<file path="src/rtl/move_pacer.sv">
// Multi-channel auto-repeat pacer: each held direction gives an immediate move strobe,
// then periodic strobes whose rate optionally ramps up through NUM_LVL speed levels.
module move_pacer #(
    parameter int NUM_DIR     = 4,
    parameter int BASE_PERIOD = 1111111,
    parameter int NUM_LVL     = 4,
    parameter int RAMP_MOVES  = 8,
    parameter int PAIR_CANCEL = 1
) (
    input  logic                   clk,
    input  logic                   reset,
    input  logic [NUM_DIR-1:0]     dir_req,
    input  logic                   mode,
    input  logic                   pause,
    output logic [NUM_DIR-1:0]     move_pulse,
    output logic [NUM_DIR*3-1:0]   speed_lvl,
    output logic [NUM_DIR-1:0]     active
);

    localparam int CNT_W  = (BASE_PERIOD > 1) ? $clog2(BASE_PERIOD) : 1;
    localparam int PER_W  = CNT_W + 1;
    localparam int NMOV_W = $clog2(RAMP_MOVES + 1);
    localparam logic [2:0]        LVL_MAX  = 3'(NUM_LVL - 1);
    localparam logic [NMOV_W-1:0] NMOV_END = NMOV_W'(RAMP_MOVES);

    typedef enum logic {
        IDLE = 1'b0,
        RUN  = 1'b1
    } state_t;

    function automatic logic [PER_W-1:0] period_of(input logic [2:0] lvl);
        return PER_W'(32'(BASE_PERIOD) >> lvl);
    endfunction

    function automatic logic [2:0] lvl_step(input logic [2:0] lvl);
        return (lvl < LVL_MAX) ? lvl + 3'd1 : LVL_MAX;
    endfunction

    // Release flop: channels stay parked for one edge after reset rises.
    logic run_en_q;

    always_ff @(posedge clk or negedge reset) begin
        if (!reset) begin
            run_en_q <= 1'b0;
        end else begin
            run_en_q <= 1'b1;
        end
    end

    logic [NUM_DIR-1:0] eff;

    always_comb begin
        eff = dir_req;
        if (PAIR_CANCEL != 0) begin
            for (int k = 0; k < NUM_DIR / 2; k++) begin
                if (dir_req[2*k] && dir_req[2*k+1]) begin
                    eff[2*k]   = 1'b0;
                    eff[2*k+1] = 1'b0;
                end
            end
        end
    end

    for (genvar i = 0; i < NUM_DIR; i++) begin : g_ch
        state_t              state_q, state_d;
        logic [CNT_W-1:0]    cnt_q, cnt_d;
        logic [2:0]          lvl_q, lvl_d;
        logic [NMOV_W-1:0]   nmov_q, nmov_d;
        logic                pulse_q, pulse_d;
        logic [PER_W-1:0]    cnt_inc;
        logic [NMOV_W-1:0]   nmov_inc;
        logic                fire;

        always_ff @(posedge clk or negedge reset) begin
            if (!reset) begin
                state_q <= IDLE;
                cnt_q   <= '0;
                lvl_q   <= '0;
                nmov_q  <= '0;
                pulse_q <= 1'b0;
            end else begin
                state_q <= state_d;
                cnt_q   <= cnt_d;
                lvl_q   <= lvl_d;
                nmov_q  <= nmov_d;
                pulse_q <= pulse_d;
            end
        end

        // ">=" rather than "==" so a shortened period never lets cnt run past it.
        assign cnt_inc  = {1'b0, cnt_q} + PER_W'(1);
        assign fire     = (cnt_inc >= period_of(lvl_q));
        assign nmov_inc = nmov_q + NMOV_W'(1);

        always_comb begin
            state_d = state_q;
            cnt_d   = cnt_q;
            lvl_d   = lvl_q;
            nmov_d  = nmov_q;
            pulse_d = 1'b0;
            if (!run_en_q) begin
                state_d = IDLE;
                cnt_d   = '0;
                lvl_d   = '0;
                nmov_d  = '0;
            end else if (!pause) begin
                case (state_q)
                    IDLE: begin
                        if (eff[i]) begin
                            pulse_d = 1'b1;
                            state_d = RUN;
                            cnt_d   = '0;
                            lvl_d   = '0;
                            nmov_d  = '0;
                        end
                    end
                    RUN: begin
                        if (!eff[i]) begin
                            state_d = IDLE;
                            cnt_d   = '0;
                            lvl_d   = '0;
                            nmov_d  = '0;
                        end else begin
                            if (fire) begin
                                pulse_d = 1'b1;
                                cnt_d   = '0;
                            end else begin
                                cnt_d = cnt_inc[CNT_W-1:0];
                            end
                            if (!mode) begin
                                lvl_d  = '0;
                                nmov_d = '0;
                            end else if (fire) begin
                                if (nmov_inc == NMOV_END) begin
                                    lvl_d  = lvl_step(lvl_q);
                                    nmov_d = '0;
                                end else begin
                                    nmov_d = nmov_inc;
                                end
                            end
                        end
                    end
                    default: state_d = IDLE;
                endcase
            end
        end

        assign move_pulse[i]      = pulse_q;
        assign speed_lvl[3*i +: 3] = lvl_q;
        assign active[i]          = (state_q == RUN);
    end

endmodule

</file>
<file path="config.mk">
export PLATFORM = sky130hd
export DESIGN_NAME = move_pacer
export DESIGN_NICKNAME = d
export VERILOG_FILES = /design/src/rtl/move_pacer.sv
export SDC_FILE = /design/constraint.sdc
export NUM_CORES = 1
export LEC_CHECK = 0
export BUFFER_PORTS_ARGS = -buffer_cell sky130_fd_sc_hd__buf_2
export CORE_MARGIN = 3
export CORE_UTILIZATION = 60
export CTS_BUF_LIST = sky130_fd_sc_hd__clkbuf_4 sky130_fd_sc_hd__clkbuf_8
export CTS_CLUSTER_SIZE = 10
export DETAILED_ROUTE_END_ITERATION = 6
export GPL_TIMING_DRIVEN = 0
export PLACE_DENSITY = 0.87
export SLEW_MARGIN = 15
export SYNTH_ARGS = -nofsm -noshare
export SYNTH_HDL_FRONTEND = slang
export SYNTH_SLANG_ARGS = --single-unit
</file>
<file path="constraint.sdc">
create_clock -name clk -period 5.55 [get_ports clk]
set_clock_uncertainty 0.2 [all_clocks]
set_input_delay 0.8325 -clock clk [delete_from_list [all_inputs] [get_ports clk]]
set_output_delay 0.8325 -clock clk [all_outputs]
set_load 0.01 [all_outputs]
</file>
==> flow_metrics.tcl <==
set metrics [dict create \
    crit_family "simple AND/OR/NAND/NOR gates" \
    synth_seq_cells 121 \
    fin_tns_setup_ps 0 \
    worstReg2RegStart "g_ch[1].cnt_q[0]" \
    period_share 0.872 \
    r2r_cells 17 \
    cpMostUsedCell "nand3_1" \
    ys_warn_count 0 \
    hp-class "input port to asynchronous set/reset pin" \
    numPortBuffers 27 \
    clock_tree.root_cell "clkbuf_8" \
    grt_pass1_vias 7853 \
    grt_max_degree 85 \
    seq_area_frac_synth 0.314 \
    finalCriticalPeriod_ps 4840 \
    antenna_cells 0 \
    drv_cap 0 \
    seq_area_um2 3030 \
    syn-cell-area_um2 9650 \
    htreeDepth 4 \
    p_per_area_nw_per_um2 168 \
    grt.overflow.total 0 \
    cp.arrival_ps 5020 \
    whs_ps 72.9 \
    end_kind "register" \
    cts_made_buffers 17 \
    final_nets 1243 \
    leakage_nw 5.06 \
    synth_top_area_frac 0.314 \
    wl_per_cell_um 16.4 \
    cp_cell_sequence "ha_1 -> nand3_1 -> nor2_1 -> and2_0 -> clkbuf_1 -> nand3_1 -> nor2_1 -> xor2_1 -> ha_1 -> nand3_1 -> o221ai_1 -> a211oi_1 -> o311ai_1 -> nor4b_2 -> buf_2 -> a21oi_1 -> mux2i_1" \
    core_area_um2 15500 \
    cts.repair.resized 0 \
    drt-total-wl_um 21800 \
    synth.avg_cell_area_um2 9.10 \
    synth_cells 1060 \
    routabilityCongestion 0.890 \
    grt_setup_unrepaired "no" \
    synth_commonest_cells "ha_1 (128), dfrtp_1 (121), nand2_1 (103), nor2_1 (68), a32o_1 (58)" \
    required_ps 5730 \
    synth_area_leader_cell "dfrtp_1" \
    die-area_um2 17600 \
    clock-sinks 121 \
    async_flop_share 1.00 \
    grt_use_total 0.254 \
    drt_iter0_markers 659 \
    cts.clk_slew.worst_paths_ps 80 \
    hold_viol 0 \
    viasPerCell 6.21 \
    synth-edff-count 0 \
    synth_top_flop_cell "dfrtp_1" \
    synth_area_leaders "dfrtp_1 (31%), ha_1 (17%), a32o_1 (6.0%), nand2_1 (4.0%), xnor2_1 (3.9%)" \
    startpoint_type "register" \
    synth.most_common_cell "ha_1" \
    critPathSlowestCell "nor4b_2" \
    antenna_found_initial 0 \
    clk_path_buf_depth 2 \
    cts_tree "built" \
    vdd_ir_drop_max_mv 0.168 \
    ios 28 \
    fmaxAchievable_mhz 207 \
    row_count 45 \
    clk_latency_ps 460 \
    synthesis.nets 1196 \
    slowest_delay_ps 500 \
    drt-pass1-iter-count 5 \
    utilization 0.675 \
    worst_pin_slew_ps 782 \
    r2r_slack_ps 710 \
    ant_nets 0 \
    status "completed" \
    r2r_end "g_ch[1].cnt_q[8]" \
    setup_violations 0 \
    cts_hold_buf 0 \
    drc 0 \
    grt_pass1_wl_um 37100 \
    finalPower_w 0.00175 \
    hpwl_um 16100 \
    worstSetupPathType "register to register" \
    yosysUniqueCellTypes 71 \
    fill_cells 1225 \
    cts_setup_buffers 0 \
    via_count 8256 \
    slew_viol_final 0 \
    initial_utilization 0.623 \
    multi_input_area_um2 6230 \
    path_max_fanout 10 \
    die_w_um 133 \
    max_slew_margin 0.477 \
    layout-drive-gt1-share 0.0930 \
    cp_num_buf_inv 2 \
    die_y_um 133 \
    area_growth_pct 8.41 \
]
[per-stage QoR]
step / worst slack, ps / instance area, um2 / instances
floorplan: 1730 / 9650 / 1060
global placement: 918 / 10000 / 1298
detailed placement: 751 / 10100 / 1299
CTS: 706 / 10500 / 1329
global route: 266 / 10500 / 1329
finish: 711 / 10500 / 1329
[cell usage in the layout (no fill, tap or decap), types with 36 or more instances in the layout]
cell type | netlist | final
a21oi_1 | 52 | 52
a32o_1 | 58 | 58
dfrtp_1 | 121 | 121
ha_1 | 128 | 128
inv_1 | 47 | 47
nand2_1 | 103 | 103
nand3_1 | 56 | 56
nor2_1 | 68 | 68
o21ai_0 | 38 | 38
xnor2_1 | 43 | 43
xor2_1 | 36 | 36
[registers in the layout (all words and copies together), names as in the netlist]
signal / flops
g_ch.lvl_q: 12
g_ch.state_q: 4
run_en_q: 1
g_ch.pulse_q: 4
g_ch.nmov_q: 16
g_ch.cnt_q: 84
[how the worst max path moves through the flow]
stage,slack [ps],cells after the start,startpoint,endpoint
after floorplan,1730,17,g_ch[1].cnt_q[0],g_ch[1].cnt_q[8]
after global placement,920,17,g_ch[1].cnt_q[0],g_ch[1].cnt_q[8]
after detailed placement,750,17,g_ch[1].cnt_q[0],g_ch[1].cnt_q[8]
after CTS,710,17,g_ch[1].cnt_q[0],g_ch[1].cnt_q[8]
after global routing,270,17,g_ch[1].cnt_q[0],g_ch[1].cnt_q[8]
final,710,17,g_ch[1].cnt_q[0],g_ch[1].cnt_q[8]
[kinds of logic after synthesis]
kind of cell	Yosys count	synth area share
compound gates	250	0.191
mux	22	0.0241
other cells	1	0.000389
fa+ha+maj	128	0.166
flops	121	0.314
simple gates	367	0.193
buf+inv	92	0.0398
xor+xnor	79	0.0717
[metal layers]
metal	track usage	routed length (um)
met2	0.407	10200
met5	0	0
met4	0.0958	569
met1	0.346	10200
met3	0.0430	914
[layout make-up]
cell class              count  area share
multi-input cells         847       0.596
flip-flops and latches    121       0.290
clock buffers              23      0.0297
well taps                 211      0.0252
plain buffers              42      0.0188
inverters                  50      0.0179
repair buffers             28      0.0162
clock inverters             7     0.00646
[power by group]
group | total (W) | internal, W | switching, W | leakage (nW)
Clock | 0.000780 | 0.000411 | 0.000369 | 0.189
Sequential | 0.000887 | 0.000884 | 0.00000341 | 1.69
Combinational | 0.0000856 | 0.0000219 | 0.0000636 | 3.19
Power figures use the tool's default switching activity.
